File: src/rtl/icmp_ping_initiator_if.sv
// IP-layer tx/rx signalling between the ICMP ping initiator and the IP layer.
// The master side is the ICMP initiator; the slave side is the IP layer.
interface icmp_ping_initiator_if;
    logic        icmp_tx_req;
    logic        ip_tx_ack;
    logic        icmp_data_req;
    logic        icmp_tx_ready;
    logic [7:0]  icmp_tx_data;
    logic        icmp_tx_end;
    logic        mac_send_end;
    logic        icmp_rx_req;
    logic [7:0]  icmp_rx_data;
    logic        icmp_rev_error;
    logic [15:0] upper_layer_data_length;

    modport master (
        output icmp_tx_req, icmp_tx_ready, icmp_tx_data, icmp_tx_end,
        input  ip_tx_ack, icmp_data_req, mac_send_end,
        input  icmp_rx_req, icmp_rx_data, icmp_rev_error, upper_layer_data_length
    );

    modport slave (
        input  icmp_tx_req, icmp_tx_ready, icmp_tx_data, icmp_tx_end,
        output ip_tx_ack, icmp_data_req, mac_send_end,
        output icmp_rx_req, icmp_rx_data, icmp_rev_error, upper_layer_data_length
    );
endinterface

File: src/rtl/icmp_ping_initiator.sv
// ICMP echo initiator: builds one Echo Request per ping_start, then waits for the
// matching Echo Reply and reports round-trip time, or a timeout.
module icmp_ping_initiator #(
    parameter logic [15:0] PING_ID     = 16'h5A5A,
    parameter logic [15:0] PAYLOAD_LEN = 16'd32,
    parameter logic [31:0] TIMEOUT_CYC = 32'd125_000_000,
    parameter logic [15:0] ACK_TIMEOUT = 16'hFFFF
) (
    input  logic                  clk,
    input  logic                  rst,
    input  logic                  ping_start,
    output logic                  ping_busy,
    output logic                  ping_done,
    output logic                  ping_timeout,
    output logic [31:0]           ping_rtt,
    output logic [15:0]           ping_seq,
    icmp_ping_initiator_if.master ip
);
    typedef enum logic [3:0] {
        IDLE, GEN_CSUM, REQ, WAIT_ACK, WAIT_DREQ, SEND, SEND_END,
        WAIT_RX, RX, RX_CHK, DONE, TMO
    } state_t;

    localparam logic [16:0] MSG_LEN  = {1'b0, PAYLOAD_LEN} + 17'd8;
    localparam logic [16:0] GEN_LAST = {2'b00, PAYLOAD_LEN[15:1]} + 17'd2;
    localparam logic [16:0] ACK_LAST = {1'b0, ACK_TIMEOUT} - 17'd1;
    localparam logic [31:0] TMO_LAST = TIMEOUT_CYC - 32'd1;

    state_t      state_reg, state_next;
    logic [16:0] cnt_reg;
    logic [31:0] timer_reg;
    logic [31:0] sum_reg;
    logic [15:0] csum_reg;
    logic [15:0] seq_reg;
    logic [31:0] rtt_reg;
    logic [15:0] rx_len_reg;
    logic [7:0]  rx_hi_reg;
    logic [15:0] rx_tc_reg, rx_id_reg, rx_seq_reg;
    logic        rx_err_reg;
    logic        mac_end_reg;
    logic [7:0]  tx_data_reg;
    logic        tx_end_reg;

    logic [15:0] gen_word;
    logic [7:0]  tx_byte;
    logic [6:0]  pay_word;
    logic        tmo_hit, rx_last, rx_pass, counting;

    function automatic logic [15:0] fold(input logic [31:0] s);
        logic [16:0] f1;
        f1 = {1'b0, s[31:16]} + {1'b0, s[15:0]};
        return f1[15:0] + {15'd0, f1[16]};
    endfunction

    // Checksum word k and transmit byte k are both indexed by the shared state counter.
    always_comb begin
        pay_word = cnt_reg[6:0] - 7'd3;
        case (cnt_reg)
            17'd0:   gen_word = 16'h0800;
            17'd1:   gen_word = PING_ID;
            17'd2:   gen_word = seq_reg;
            default: gen_word = {pay_word, 1'b0, pay_word, 1'b1};
        endcase
        case (cnt_reg)
            17'd0:   tx_byte = 8'h08;
            17'd1:   tx_byte = 8'h00;
            17'd2:   tx_byte = csum_reg[15:8];
            17'd3:   tx_byte = csum_reg[7:0];
            17'd4:   tx_byte = PING_ID[15:8];
            17'd5:   tx_byte = PING_ID[7:0];
            17'd6:   tx_byte = seq_reg[15:8];
            17'd7:   tx_byte = seq_reg[7:0];
            default: tx_byte = cnt_reg[7:0] - 8'd8;
        endcase
    end

    assign tmo_hit  = (timer_reg >= TMO_LAST);
    assign rx_last  = ((cnt_reg + 17'd1) >= {1'b0, rx_len_reg});
    assign counting = (state_reg == SEND) || (state_reg == SEND_END) || (state_reg == WAIT_RX)
                   || (state_reg == RX) || (state_reg == RX_CHK);
    assign rx_pass  = (rx_tc_reg == 16'h0000) && (rx_id_reg == PING_ID) && (rx_seq_reg == seq_reg)
                   && (rx_len_reg == MSG_LEN[15:0]) && (fold(sum_reg) == 16'hFFFF) && !rx_err_reg;

    always_comb begin
        state_next       = state_reg;
        ping_busy        = (state_reg != IDLE);
        ping_done        = (state_reg == DONE);
        ping_timeout     = (state_reg == TMO);
        ping_rtt         = rtt_reg;
        ping_seq         = seq_reg;
        ip.icmp_tx_req   = (state_reg == REQ) || (state_reg == WAIT_ACK);
        ip.icmp_tx_ready = (state_reg == WAIT_DREQ);
        ip.icmp_tx_data  = tx_data_reg;
        ip.icmp_tx_end   = tx_end_reg;
        case (state_reg)
            IDLE:      if (ping_start) state_next = GEN_CSUM;
            GEN_CSUM:  if (cnt_reg == GEN_LAST) state_next = REQ;
            REQ:       state_next = WAIT_ACK;
            WAIT_ACK:  if (ip.ip_tx_ack) state_next = WAIT_DREQ;
            WAIT_DREQ: begin
                if (ip.icmp_data_req)          state_next = SEND;
                else if (cnt_reg == ACK_LAST)  state_next = TMO;
            end
            SEND:      if (cnt_reg == MSG_LEN) state_next = SEND_END;
            SEND_END:  if (mac_end_reg) state_next = WAIT_RX;
            WAIT_RX: begin
                if (tmo_hit)                state_next = TMO;
                else if (ip.icmp_rx_req)    state_next = RX;
            end
            RX: begin
                if (tmo_hit)       state_next = TMO;
                else if (rx_last)  state_next = RX_CHK;
            end
            // Timeout is tested first so it wins over a reply that passes in the same cycle.
            RX_CHK: begin
                if (tmo_hit)       state_next = TMO;
                else if (rx_pass)  state_next = DONE;
                else               state_next = WAIT_RX;
            end
            DONE, TMO: state_next = IDLE;
            default:   state_next = IDLE;
        endcase
    end

    always_ff @(posedge clk) begin
        if (rst) begin
            state_reg   <= IDLE;
            cnt_reg     <= '0;
            timer_reg   <= '0;
            sum_reg     <= '0;
            csum_reg    <= '0;
            seq_reg     <= '0;
            rtt_reg     <= '0;
            rx_len_reg  <= '0;
            rx_hi_reg   <= '0;
            rx_tc_reg   <= '0;
            rx_id_reg   <= '0;
            rx_seq_reg  <= '0;
            rx_err_reg  <= 1'b0;
            mac_end_reg <= 1'b0;
            tx_data_reg <= '0;
            tx_end_reg  <= 1'b0;
        end else begin
            state_reg   <= state_next;
            cnt_reg     <= (state_next != state_reg) ? 17'd0 : cnt_reg + 17'd1;
            mac_end_reg <= ip.mac_send_end;
            if (state_reg == WAIT_DREQ) timer_reg <= '0;
            else if (counting)          timer_reg <= timer_reg + 32'd1;
            case (state_reg)
                IDLE:     sum_reg  <= '0;
                GEN_CSUM: sum_reg  <= sum_reg + {16'd0, gen_word};
                REQ:      csum_reg <= ~fold(sum_reg);
                WAIT_RX: if (ip.icmp_rx_req) begin
                    rx_len_reg <= ip.upper_layer_data_length;
                    sum_reg    <= '0;
                    rx_err_reg <= 1'b0;
                    rx_tc_reg  <= 16'hFFFF;
                end
                RX: begin
                    if (ip.icmp_rev_error) rx_err_reg <= 1'b1;
                    case (cnt_reg)
                        17'd0:   rx_tc_reg[15:8]  <= ip.icmp_rx_data;
                        17'd1:   rx_tc_reg[7:0]   <= ip.icmp_rx_data;
                        17'd4:   rx_id_reg[15:8]  <= ip.icmp_rx_data;
                        17'd5:   rx_id_reg[7:0]   <= ip.icmp_rx_data;
                        17'd6:   rx_seq_reg[15:8] <= ip.icmp_rx_data;
                        17'd7:   rx_seq_reg[7:0]  <= ip.icmp_rx_data;
                        default: ;
                    endcase
                    // A trailing odd byte is summed as the high half of a zero-padded word.
                    if (!cnt_reg[0]) begin
                        rx_hi_reg <= ip.icmp_rx_data;
                        if (rx_last) sum_reg <= sum_reg + {16'd0, ip.icmp_rx_data, 8'h00};
                    end else begin
                        sum_reg <= sum_reg + {16'd0, rx_hi_reg, ip.icmp_rx_data};
                    end
                end
                default: ;
            endcase
            tx_data_reg <= (state_reg == SEND && cnt_reg < MSG_LEN) ? tx_byte : 8'h00;
            tx_end_reg  <= (state_reg == SEND) && (cnt_reg == MSG_LEN - 17'd1);
            if (state_reg == RX_CHK && state_next == DONE) rtt_reg <= timer_reg + 32'd1;
            if (state_reg == DONE || state_reg == TMO)     seq_reg <= seq_reg + 16'd1;
        end
    end
endmodule

File: src/flat_wrapper.sv
// flat-port wrapper written by rule: the top's interface ports become plain ports
module icmp_ping_initiator_flat 
#(
    parameter logic [15:0] PING_ID     = 16'h5A5A,
    parameter logic [15:0] PAYLOAD_LEN = 16'd32,
    parameter logic [31:0] TIMEOUT_CYC = 32'd125_000_000,
    parameter logic [15:0] ACK_TIMEOUT = 16'hFFFF
)
  (clk, rst, ping_start, ping_busy, ping_done, ping_timeout, ping_rtt, ping_seq, ip_icmp_tx_req, ip_icmp_tx_ready, ip_icmp_tx_data, ip_icmp_tx_end, ip_ip_tx_ack, ip_icmp_data_req, ip_mac_send_end, ip_icmp_rx_req, ip_icmp_rx_data, ip_icmp_rev_error, ip_upper_layer_data_length);
  icmp_ping_initiator_if ip_i ();
  input  logic clk;
  input  logic rst;
  input  logic ping_start;
  output logic ping_busy;
  output logic ping_done;
  output logic ping_timeout;
  output logic [31:0] ping_rtt;
  output logic [15:0] ping_seq;
  output wire logic [$bits(ip_i.icmp_tx_req)-1:0] ip_icmp_tx_req;
  output wire logic [$bits(ip_i.icmp_tx_ready)-1:0] ip_icmp_tx_ready;
  output wire logic [$bits(ip_i.icmp_tx_data)-1:0] ip_icmp_tx_data;
  output wire logic [$bits(ip_i.icmp_tx_end)-1:0] ip_icmp_tx_end;
  input wire logic [$bits(ip_i.ip_tx_ack)-1:0] ip_ip_tx_ack;
  input wire logic [$bits(ip_i.icmp_data_req)-1:0] ip_icmp_data_req;
  input wire logic [$bits(ip_i.mac_send_end)-1:0] ip_mac_send_end;
  input wire logic [$bits(ip_i.icmp_rx_req)-1:0] ip_icmp_rx_req;
  input wire logic [$bits(ip_i.icmp_rx_data)-1:0] ip_icmp_rx_data;
  input wire logic [$bits(ip_i.icmp_rev_error)-1:0] ip_icmp_rev_error;
  input wire logic [$bits(ip_i.upper_layer_data_length)-1:0] ip_upper_layer_data_length;
  assign ip_icmp_tx_req = ip_i.icmp_tx_req;
  assign ip_icmp_tx_ready = ip_i.icmp_tx_ready;
  assign ip_icmp_tx_data = ip_i.icmp_tx_data;
  assign ip_icmp_tx_end = ip_i.icmp_tx_end;
  assign ip_i.ip_tx_ack = ip_ip_tx_ack;
  assign ip_i.icmp_data_req = ip_icmp_data_req;
  assign ip_i.mac_send_end = ip_mac_send_end;
  assign ip_i.icmp_rx_req = ip_icmp_rx_req;
  assign ip_i.icmp_rx_data = ip_icmp_rx_data;
  assign ip_i.icmp_rev_error = ip_icmp_rev_error;
  assign ip_i.upper_layer_data_length = ip_upper_layer_data_length;
  icmp_ping_initiator #(.PING_ID(PING_ID), .PAYLOAD_LEN(PAYLOAD_LEN), .TIMEOUT_CYC(TIMEOUT_CYC), .ACK_TIMEOUT(ACK_TIMEOUT)) u_core (.clk(clk), .rst(rst), .ping_start(ping_start), .ping_busy(ping_busy), .ping_done(ping_done), .ping_timeout(ping_timeout), .ping_rtt(ping_rtt), .ping_seq(ping_seq), .ip(ip_i));
endmodule
File: config.mk
export PLATFORM = sky130hd
export DESIGN_NAME = icmp_ping_initiator_flat
export DESIGN_NICKNAME = d
export VERILOG_FILES = /design/src/rtl/icmp_ping_initiator_if.sv /design/src/rtl/icmp_ping_initiator.sv /design/src/flat_wrapper.sv
export SDC_FILE = /design/constraint.sdc
export NUM_CORES = 1
export LEC_CHECK = 0
export BUFFER_PORTS_ARGS = -buffer_cell sky130_fd_sc_hd__buf_4
export CAP_MARGIN = 20
export CORE_UTILIZATION = 45
export DETAILED_ROUTE_END_ITERATION = 12
export SYNTH_ARGS = -nofsm -noshare
export SYNTH_HDL_FRONTEND = slang
export SYNTH_SLANG_ARGS = --single-unit
File: constraint.sdc
create_clock -name clk -period 5 [get_ports clk]
set_clock_uncertainty 0.05 [all_clocks]
set_input_delay 0.25 -clock clk [delete_from_list [all_inputs] [get_ports clk]]
set_output_delay 0.25 -clock clk [all_outputs]
set_load 0.03 [all_outputs]
# Word level (Yosys, flattened, before mapping)
# Index checks and enable logic that the tools add are counted.
[classes]
shifts = 0
eq_ne = 33
n_mul = 0
order_cmp = 3
reduce_logical = 35
muxes = 27
add_sub_neg = 10
n_div = 0
bitwise = 3
[op_table]
columns = ["cell", "n"]
rows = [
  ["one-hot mux 32 bit (4 select lines)", 1],
  ["adder 32 x 16 -> 32 bit", 3],
  ["two-way mux 32 bit", 3],
  ["== test 17 x 3 -> 1 bit (second input constant)", 4],
  ["one-hot mux 8 bit (7 select lines)", 1],
  ["two-way mux 4 bit", 13],
  ["one-hot mux 16 bit (3 select lines)", 1],
  ["one-hot mux 4 bit (10 select lines)", 1],
  ["== test 17 x 2 -> 1 bit (second input constant)", 2],
  ["== test 17 x 6 -> 1 bit (second input constant)", 2],
  ["adder 32 x 1 -> 32 bit (second input constant)", 1],
  ["greater-or-equal comparator 32 x 27 -> 1 bit (second input constant)", 1],
  ["one-hot mux 16 bit (2 select lines)", 1],
  ["== test 4 bit (second input constant)", 5],
  ["adder 16 x 16 -> 17 bit", 1],
  ["adder 17 x 1 -> 17 bit (second input constant)", 1],
  ["== test 17 x 1 -> 1 bit (second input constant)", 1],
  ["== test 17 x 16 -> 1 bit (second input constant)", 1],
  ["== test 17 x 5 -> 1 bit (second input constant)", 1],
  ["greater-or-equal comparator 17 x 16 -> 1 bit", 1],
  ["logical NOT 17 bit", 1],
  ["less-than comparator 17 x 6 -> 1 bit (second input constant)", 1],
  ["adder 16 x 1 -> 16 bit", 1],
  ["adder 16 x 1 -> 16 bit (second input constant)", 1],
  ["other kinds (28)", 62],
]
[word_totals]
output_inout_bits = 62
memories = 0
mem_bits_rw = 0
latchBits = 0
in_bits = 32
mem_bits_ro = 0
word_cells = 130
regBits = 232

# Logic depth before layout (Yosys ltp)
# Gate-level depths: netlist (run 1).
[logic_depth]
depth_word = 11
ltp_mapped = 22
mapped_depth_nobuf = 20

# Worst setup path after synthesis (run 1)
# No wires, ideal clock.
[synth_path]
kind = "flip-flop to flip-flop"
from = "reg u_core.sum_reg[17]"
to = "reg u_core.rtt_reg[10] (netlist: u_core.ping_rtt[10])"
path_slack_ps = 93
t_arrival_ps = 4735
synth_period_minus_slack_ps = 4907
n_path_buf = 3
stages_incl_launch_ff = 22
cell_sequence = "dfxtp_1 clkbuf_1 inv_1 fa_1 nor2b_4 o2111ai_2 a211oi_1 o31a_1 a21o_1 a21o_1 ha_1 ha_1 nand2_1 nor3_1 nand2_1 or4_1 a211oi_1 o21ai_1 or3b_1 buf_2 buf_6 mux2_4"
[synth_via]
elab_chain_len = 10
[synth_lines]
columns = ["element", "line_no", "source"]
rows = [
  ["from (decl)", "icmp_ping_initiator.sv:32", "logic [31:0] sum_reg;"],
  ["from (signal assigned)", "icmp_ping_initiator.sv:151", "GEN_CSUM: sum_reg <= sum_reg + {16'd0, gen_word};"],
  ["from (signal assigned)", "icmp_ping_initiator.sv:173", "if (rx_last) sum_reg <= sum_reg + {16'd0, ip.icmp_rx_data, 8'h00};"],
  ["from (signal assigned)", "icmp_ping_initiator.sv:175", "sum_reg <= sum_reg + {16'd0, rx_hi_reg, ip.icmp_rx_data};"],
  ["adder 16 x 16 -> 17 bit", "icmp_ping_initiator.sv:51", "f1 = {1'b0, s[31:16]} + {1'b0, s[15:0]};"],
  ["adder 16 x 1 -> 16 bit", "icmp_ping_initiator.sv:52", "return f1[15:0] + {15'd0, f1[16]};"],
  ["== test 16 bit", "icmp_ping_initiator.sv:82", "&& (rx_len_reg == MSG_LEN[15:0]) && (fold(sum_reg) == 16'hFFFF) && !rx_err_reg;"],
  ["logical AND 1 bit (2 in series)", "icmp_ping_initiator.sv:82", ""],
  ["two-way mux 4 bit", "icmp_ping_initiator.sv:117", "else if (rx_pass) state_next = DONE;"],
  ["two-way mux 4 bit", "icmp_ping_initiator.sv:116", "if (tmo_hit) state_next = TMO;"],
  ["one-hot mux 4 bit (10 select lines)", "icmp_ping_initiator.sv:95", "case (state_reg)"],
  ["== test 4 bit", "icmp_ping_initiator.sv:182", "if (state_reg == RX_CHK && state_next == DONE) rtt_reg <= timer_reg + 32'd1;"],
  ["logical AND 1 bit", "icmp_ping_initiator.sv:182", ""],
  ["to (signal assigned)", "icmp_ping_initiator.sv:182", ""],
  ["to (decl)", "icmp_ping_initiator.sv:35", "logic [31:0] rtt_reg;"],
]
# No other way between the ends.
# A chain may end at the register's enable or synchronous reset.

# Worst setup path after layout (run 1)
[layout_path]
from = "reg u_core.cnt_reg[0]"
to = "reg u_core.sum_reg[19]"
[layout_via]
elab_chain_len = 4
word_cells_on_any_way = 12
[layout_lines]
columns = ["element", "line_no", "source"]
rows = [
  ["from (decl)", "icmp_ping_initiator.sv:30", "logic [16:0] cnt_reg;"],
  ["from (signal assigned)", "icmp_ping_initiator.sv:145", "cnt_reg <= (state_next != state_reg) ? 17'd0 : cnt_reg + 17'd1;"],
  ["subtractor 7 x 2 -> 7 bit, or another cell as far along", "icmp_ping_initiator.sv:57", "pay_word = cnt_reg[6:0] - 7'd3;"],
  ["one-hot mux 16 bit (3 select lines) / greater-or-equal comparator 17 x 16 -> 1 bit (equally long branches)", "icmp_ping_initiator.sv:58, icmp_ping_initiator.sv:78", ""],
  ["adder 32 x 16 -> 32 bit / != test 3 x 1 -> 1 bit (equally long branches)", "-", ""],
  ["one-hot mux 32 bit (4 select lines) / AND reduction 3 bit (equally long branches)", "-", ""],
]
# Parallel ways exist; a longest one is shown, timed or not.

==> results.md, run 1 <==
Critical path:
- In this run the worst path has a maximum fanout of 13.
- The worst register-to-register path ends at u_core.sum_reg[19].
- Traced cell by cell, the critical path runs through ha_1, and2_1, nand3_1, xnor2_1, ha_1, and4_1, a41oi_1, o21ai_0, a21oi_1, a2bb2oi_1, nand3_1, o21a_1, a21boi_1, nor2b_1, o21a_1.
- The critical path runs through a total of 15 cells.
- For the worst setup path, the data arrival time is between 5 and 6 ns.
- The worst register-to-register path begins at u_core.cnt_reg[0].
- The worst stage delay on the critical path is 0.80 ns.
- The type of the worst setup path is register to register.
- The required time of the critical path is 5.45 ns.
- For flop-to-flop paths, the worst setup slack is 0.26 ns.
- Counting both buffers and inverters, the worst setup path holds a total of 0.
- The capture point of the critical path is u_core.sum_reg[19].
- The kind of cell adding the most delay to the critical path is compound AO/OA/AOI/OAI gates.
- The sort of element at the end of the critical path is a register.
- The launching instance or port of the critical path is u_core.cnt_reg[0].
- The number of cells on the worst reg-to-reg path is 15.
- STA classifies the critical path startpoint as a register.
- The slowest stage of the critical path is the sky130_fd_sc_hd__a21boi_1 cell.

Routing:
- After detailed routing, the total wire length is between 40 and 50 mm.
- The starting DRC count in detailed routing is roughly 1100.
- The number of nets with antenna violations after routing is 0.
- The per-cell via count in the routed design is ~5.8.
- For this run, the detailed router's first-pass iteration total came to 9.
- The overall via count from detail_route is 13700.
- The wire length per cell after detailed routing is 19.0 microns.
- For this run, design rule violations remaining after detail routing come to 0.

CTS:
- The number of H-tree levels is 1.
- The number of buffers on the longest clock path is 3.
- The clock sink total is 232.
- TritonCTS built the clock tree.
- The tree is rooted in a sky130_fd_sc_hd__clkbuf_16.
- The clock latency of the later-clocked register in the worst-skew pair is 0.58 ns.
- The CTS buffer count is 28.
- The clock-pin slew on the worst setup and hold paths is approximately 0.060 ns.

Cells and area:
- The commonest non-fill, non-tap cell in the layout is sky130_fd_sc_hd__dfxtp_1.
- The layout net count is 2050.
- Of the cells placed in the final design, the portion with a size suffix greater than 1 is 13.6%.
- The repair_antennas step left the layout with diodes totalling 0.
- The relative area change from synthesis to final layout is 18.4%.
- Cells fill 54.5% of the core in the end.
- The top cell types in the final layout, fill and taps aside, are 230 x sky130_fd_sc_hd__dfxtp_1, 209 x sky130_fd_sc_hd__nor2_1, 208 x sky130_fd_sc_hd__nand2_1.

Timing:
- Setup repair after global routing left no endpoint under its margin.
- After layout, the minimum clock period comes to 4.74 ns.
- The final count of pins violating max slew is 0.
- Setup violations remaining at the end of the flow were counted as 0.
- After layout, the worst path uses a little over nine tenths of the clock period.
- Derived from the worst setup path, the maximum achievable clock frequency is 0.211 GHz.
- The hold violation count in the final report is 0.
- The transition time at the pin with the least slew margin is roughly 1.1 ns.
- The worst pin sits at a relative slew slack of 25.5%.
- The setup TNS after final layout is 0 ns.

Placement:
- The half-perimeter wire length after detailed placement is 32.6 mm.
- The count of port buffers added during placement is 93.
- At the end of routability-driven placement, the weighted congestion stood at around 0.94.

Yosys:
- The number of nets produced by synthesis is 1938.
- The primary flip-flop cell chosen by synthesis mapping is sky130_fd_sc_hd__dfxtp_1.
- The post-synth design cell area is 14600 sq um.
- The post-synthesis instance total is 1819.
- The portion of synthesized cell area occupied by the leading cell type is 31.8%.
- After synthesis the netlist holds a flip-flop and latch count of 232.
- The Yosys step of the flow raised 0 warnings.
- Counting flops with a built-in enable in the synthesized netlist gives 0.
- Counting flops with an async set or reset pin after synthesis yields a share of 0%.
- Summing the sequential cell areas from Yosys gives a little under a third of the chip area.
- The average instance in the mapped netlist occupies 8.02 sq um.
- In this run, distinct cell masters in the synthesized netlist total 87.
- By area the synthesized netlist is led by sky130_fd_sc_hd__dfxtp_1 32%, sky130_fd_sc_hd__ha_1 7.1%, sky130_fd_sc_hd__nor2_1 5.4%, sky130_fd_sc_hd__nand2_1 5.4%, sky130_fd_sc_hd__xnor2_1 4.3%.
- sky130_fd_sc_hd__dfxtp_1 takes more of the synthesized area than any other cell.

Floorplanning:
- The die width is 182 microns.
- The total core area is 31700 sq um.
- The number of ports placed on the die boundary is 94.
- Once the floorplan was initialized, standard cells occupied 46.0% of the core.
- The height of the die is 182 microns.
- Row generation in the floorplan step produced 65 rows.
- The overall die area is 33200 sq um.

Run:
- Max-cap violations in this run came to 0.

Run status:
- The flow ran to the end, and the final reports show no timing, DRC or antenna violations.

GRT:
- The via count of the first global-routing pass is 12700.
- The global route total overflow is 0.
- The number of antenna violations at the first check in global routing is 0.
- The maximum number of pins on one net before global-route repair is 90.
- The wire length of the first global-routing pass is roughly 70 mm.
- The global router's overall resource usage is 26.4%.

Pwr:
- The total power is 4.84 mW.
- Across the VDD grid, the largest voltage drop is about 0.22 mV.
- Power spread over the standard cell area amounts to 280 nW/um^2.
- Summed over all cells, the static leakage comes to approximately 7.1 nW.

Hold path:
- The worst hold path class is input pin to register.
- The hold path startpoint is ip_icmp_data_req.
## cell type report
type	instances	area, sq um
Clock buffer	35	757
Clock inverter	17	299
Fill cell	3034	14400
Inverter	49	184
Multi-Input combinational cell	1445	9480
Sequential cell	232	4650
Tap cell	402	503
Timing Repair Buffer	175	1400
## worst register-to-register path: cells and delay by family, from the launching register on
kind,cells,cell delay (ns)
adder cells (fa/ha/maj),2,0.75
XOR/XNOR,1,0.16
AND/OR/NAND/NOR,5,1.20
AO/OA/AOI/OAI,7,1.99
flip-flops,1,0.50
## routing by layer
metal | GRT usage (%) | wire length [microns] | part of all wire, % | up-vias
met5 | 0 | 0 | 0 | -
met4 | 9.85 | 1550 | 3.5 | 0
met3 | 3.13 | 2430 | 5.4 | 82
met2 | 42.6 | 20300 | 45 | 393
met1 | 36.2 | 20600 | 46 | 6521
li1 | - | - | - | 6703
## per-stage QoR
step           hold slack (ns)  instance area (sq um)  setup slack [ns]  std cells
3_5_place_dp             0.397                  15900            0.0279       2273
2_1_floorplan            0.328                  14600            0.0934       1819
5_1_grt                 0.0190                  17300            0.0147       2355
6_report                0.0283                  17300             0.257       2355
3_3_place_gp             0.396                  15900            0.0848       2273
4_1_cts               0.000122                  17200            0.0263       2352
## worst min path at each step
stage,end,slack [ns],cells past startpoint
2_1_floorplan,u_core.mac_end_reg,0.33,1
3_3_place_gp,u_core.csum_reg[9],0.40,2
3_5_place_dp,u_core.csum_reg[5],0.40,2
4_1_cts,u_core.state_reg[1],0.0001,4
5_1_grt,u_core.state_reg[1],0.02,4
6_report,u_core.state_reg[1],0.03,4
## timing repair
action	CTS	global route
endpoints found under the hold margin	61	0
setup endpoints to repair	22	32
buffers inserted	0	2
resized for setup	1	13
pin swaps	0	4
hold buffers	27	0
## where the power goes
group	leakage, nW	switching (mW)	internal, mW
logic	4.75	0.398	0.252
registers	1.87	0.0226	1.86
clock network	0.515	0.868	1.44
total	7.14	1.29	3.56
## Yosys cell counts (49+ instances only)
| master | count |
|---|---|
| sky130_fd_sc_hd__a21oi_1 | 121 |
| sky130_fd_sc_hd__clkbuf_1 | 85 |
| sky130_fd_sc_hd__dfxtp_1 | 232 |
| sky130_fd_sc_hd__ha_1 | 83 |
| sky130_fd_sc_hd__inv_1 | 49 |
| sky130_fd_sc_hd__nand2_1 | 208 |
| sky130_fd_sc_hd__nand3_1 | 62 |
| sky130_fd_sc_hd__nor2_1 | 210 |
| sky130_fd_sc_hd__nor2b_1 | 49 |
| sky130_fd_sc_hd__o21ai_0 | 65 |
| sky130_fd_sc_hd__xnor2_1 | 71 |
| sky130_fd_sc_hd__xor2_1 | 69 |
## kinds of logic (layout without fill, tap and decap cells)
| kind of cell | after synthesis | after routing | share of synthesized area (%) |
|---|---|---|---|
| flops | 232 | 232 | 31.8 |
| xor+xnor | 143 | 143 | 8.78 |
| simple gates | 750 | 750 | 24.8 |
| buf+inv | 142 | 276 | 3.80 |
| mux | 53 | 53 | 4.34 |
| compound gates | 412 | 412 | 18.8 |
| fa+ha+maj | 87 | 87 | 7.67 |
(Power assumes the default switching activity.)
==> inputs of run 2 (changes only) <==
--- a/config.mk
+++ b/config.mk
@@ -5,6 +5,7 @@
 export SDC_FILE = /design/constraint.sdc
 export NUM_CORES = 1
 export LEC_CHECK = 0
+export ABC_AREA = 1
 export BUFFER_PORTS_ARGS = -buffer_cell sky130_fd_sc_hd__buf_4
 export CAP_MARGIN = 20
 export CORE_UTILIZATION = 45
==> run 2 against run 1 <==
Net effect:
- sequential power about the same
- die area up 2.5%
- final area up 0.47%
- synthesized area up 2.6%
- cell count up 19%
- non-clock buffer count down 35
- via count up 12%
- core utilization down 1.3 points
- wire length up 7.0%
- critical path type unchanged
- highest routed layer unchanged
==> results.md, run 2 <==
Run status:
- The flow ran to the end, and the final reports show no timing, DRC or antenna violations.

Routing:
- The starting DRC count in detailed routing is 1386 (+21%).
- The aggregate routed wire length came to 48.0 mm (+7.0%).
- The wire length per cell after detailed routing was 17.1 microns (-10%).
- The first-pass detailed-route iteration total is 8 (-1).
- The overall via count from detail_route was 15400 (+12%).
- The per-cell via count in the routed design is 5.47 (-5.9%).
- The number of nets with antenna violations after routing is 0 (unchanged).
- The number of remaining DRC errors is 0 (unchanged).

Critical path:
- The type of the worst setup path is register to register.
- The cell with the most instances on the worst path is sky130_fd_sc_hd__nand2_1.
- The kind of start point of the critical path is a register.
- The critical-path maximum fanout is 4 (-9).
- The critical-path cell with the highest stage delay is sky130_fd_sc_hd__fa_1.
- The worst stage delay on the critical path is 0.39 ns (-0.41 ns).
- The required time of the critical path is 5.43 ns (-0.02 ns).
- The sort of element at the end of the critical path is a register.
- The arrival time at the worst endpoint is 5.01 ns (-0.18 ns).

Timing:
- The final count of pins violating max slew is 0 (unchanged).
- The setup violation total in the final timing report came to 0 (unchanged).
- The transition time at the pin with the least slew margin came to 1.14 ns (+0.0291 ns).
- The highest attainable clock frequency came to 0.218 GHz (+3.5%).
- The relative slew slack is 24.0% (-1.5 points).
- The final clock period utilization by the worst path was 91.6% (-3.2 points).
- The minimum clock period after layout is 4.58 ns (-0.162 ns).
- The hold violation count in the final report is 0 (unchanged).

CTS:
- The number of buffers on the longest clock path is 3 (unchanged).
- The clock tree from TritonCTS is built.
- The clock-pin slew on the worst setup and hold paths came to 0.06 ns (about the same).
- The CTS buffer count was 26 (-7.1%).
- The clock root buffer is sky130_fd_sc_hd__clkbuf_16.
- The clock latency of the later-clocked register in the worst-skew pair is 0.56 ns (-0.02 ns).
- The number of H-tree levels came to 1 (unchanged).
- The clock sink total is 232 (unchanged).

Cells and area:
- The number of fill cells is 3318 (+9.4%).
- The final core utilization is 53.2% (-1.3 points).
- The library cell used most frequently in the layout, excluding fill and tap cells, is sky130_fd_sc_hd__nand2_1.
- In the layout the commonest cells are 408 x sky130_fd_sc_hd__nand2_1, 324 x sky130_fd_sc_hd__inv_1, 274 x sky130_fd_sc_hd__nor2_1.
- The number of standard cells in the layout, taps in and fillers out was 2809 (+19%).
- The fraction of final layout cells with drive strength greater than 1 was 9.72% (-3.9 points).
- The relative area change from synthesis to final layout is 15.9%.
- The layout net count came to 2468 (+20%).
- The number of antenna diodes is 0 (unchanged).

Yosys:
- The number of library cell types mapped by synthesis was 54 (-38%).
- The number of nets produced by synthesis is 2364 (+22%).
- In the post-synthesis netlist, the cell with the most instances is sky130_fd_sc_hd__nand2_1.
- After synthesis, the cell types taking the most area are sky130_fd_sc_hd__dfxtp_1 31%, sky130_fd_sc_hd__nand2_1 10%, sky130_fd_sc_hd__inv_1 8.1%, sky130_fd_sc_hd__nor2_1 6.9%, sky130_fd_sc_hd__ha_1 6.9%.
- Sorting the synthesized cells by how often they occur yields 410 x sky130_fd_sc_hd__nand2_1, 325 x sky130_fd_sc_hd__inv_1, 277 x sky130_fd_sc_hd__nor2_1.
- The per-instance average area after synthesis came to 6.67 sq um (-17%).
- The synthesis-stage register bit count is 232 (unchanged).
- The async set-reset flop share out of synthesis is 0% (unchanged).
- The number of synthesized flops with an enable pin was 0 (unchanged).
- The cell type with the largest total area after synthesis is sky130_fd_sc_hd__dfxtp_1.
- The portion of synthesized cell area occupied by the leading cell type was 31.0% (-0.80 points).
- The post-synth design cell area is 15000 sq um (+2.6%).
- The post-synthesis instance total was 2245 (+23%).
- The number of warnings reported in the yosys synthesis log was 0 (unchanged).
- The primary flip-flop cell chosen by synthesis mapping is sky130_fd_sc_hd__dfxtp_1.
- The post-synthesis sequential area ratio came to 31.0% (-0.80 points).

Floorplanning:
- The die width was 184 microns (+1.3%).
- The total core area was 32600 sq um (+2.8%).
- The total number of placement rows is 66 (+1.5%).
- The overall die area is 34000 sq um (+2.5%).
- The number of ports placed on the die boundary was 94 (unchanged).
- The height of the die was 184 microns (+1.3%).
- The initial core utilization came to 45.9% (-0.12 points).

Pwr:
- The total power is 4.37 mW (-9.7%).
- The areal power density over the cells is 252 nW/um^2 (-10%).
- The reported leakage power is 7.94 nW (+11%).
- The peak supply drop is 0.245 mV (+9.8%).

Run:
- The total of max-cap violations is 0 (unchanged).

Placement:
- The count of port buffers added during placement is 93 (unchanged).
- The number of cells after detailed placement is 2738 (+20%).
- The global placer's final weighted congestion is 0.970 (+3.2%).
- The half-perimeter wire length after detailed placement is 36.1 mm (+11%).

GRT:
- The maximum number of pins on one net before global-route repair is 65 (-28%).
- The number of antenna violations at the first check in global routing is 0 (unchanged).
- The global router's overall resource usage is 28.3% (+1.8 points).
- The via count of the first global-routing pass is 14400 (+13%).
- The wire length of the first global-routing pass is 76.6 mm (+10%).
- The global route total overflow came to 0 (unchanged).

Hold path:
- The worst hold path class is input pin to register.
run 2: metrics by stage:
stage          setup TNS [ns]  cell area, sq um  setup WS [ns]  hold slack [ns]
4_1_cts                     0             17200          0.301           0.0130
3_3_place_gp                0             16100          0.450            0.394
2_1_floorplan               0             15000          0.972            0.307
6_report                    0             17400          0.419           0.0169
5_1_grt                -0.118             17400        -0.0193           0.0348
3_5_place_dp                0             16100          0.308            0.392
run 2: final timing paths:
path	from	end	slack, ns	cells past startpoint
setup / recovery	u_core.sum_reg[16]	u_core.cnt_reg[16]	0.42	31
hold reg to reg	u_core.ping_rtt[10]	u_core.ping_rtt[10]	0.41	2
hold / removal	ip_upper_layer_data_length[15]	u_core.rx_len_reg[15]	0.02	3
setup reg to reg	u_core.sum_reg[16]	u_core.cnt_reg[16]	0.42	31
run 2: metal layers:
metal | global-route usage [%] | routed length, microns
met5 | 0 | 0
met2 | 46.6 | 21400
met4 | 8.07 | 1370
met1 | 38.6 | 22300
met3 | 3.42 | 2940
run 2: final cells by class:
class / instances / area [sq um] / area share [%]
Tap cell: 442 / 553 / 3.19
Clock inverter: 8 / 115 / 0.663
Multi-Input combinational cell: 1614 / 8870 / 51.1
Sequential cell: 232 / 4650 / 26.8
Clock buffer: 38 / 786 / 4.53
Inverter: 335 / 1260 / 7.25
Timing Repair Buffer: 140 / 1130 / 6.49
run 2: repair_timing:
item                                   CTS  global route
hold buffers                            19             0
setup endpoints to repair                0            49
setup buffers                            0             1
endpoints found under the hold margin   18             0
gates resized for setup                  0            19
run 2: cells by family (layout without fill, tap and decap cells):
logic type                 Yosys count  after routing  synth area share [%]
adders and majority gates           87             87                  7.47
buffers and inverters              401            521                  10.3
xor gates and xnor gates            59             59                  3.45
muxes                                1              1                0.0669
DFF                                232            232                  31.0
AOI/OAI and AO/OA                  506            506                  19.8
and+or+nand+nor                    959            961                  27.8
run 2: report_power, final:
| part | switching (mW) | total (mW) | leakage, nW | internal (mW) |
|---|---|---|---|---|
| clock | 0.817 | 2.01 | 0.448 | 1.19 |
| combinational | 0.329 | 0.487 | 5.63 | 0.158 |
| sequential | 0.0209 | 1.88 | 1.87 | 1.86 |
run 2: critical path: cells and delay by family, from the launching register on:
kind            cells  cell delay (ns)
compound gates      2             0.28
simple gates       21             2.48
fa+ha+maj           4             0.96
buf+inv             4             0.38
flops               1             0.36
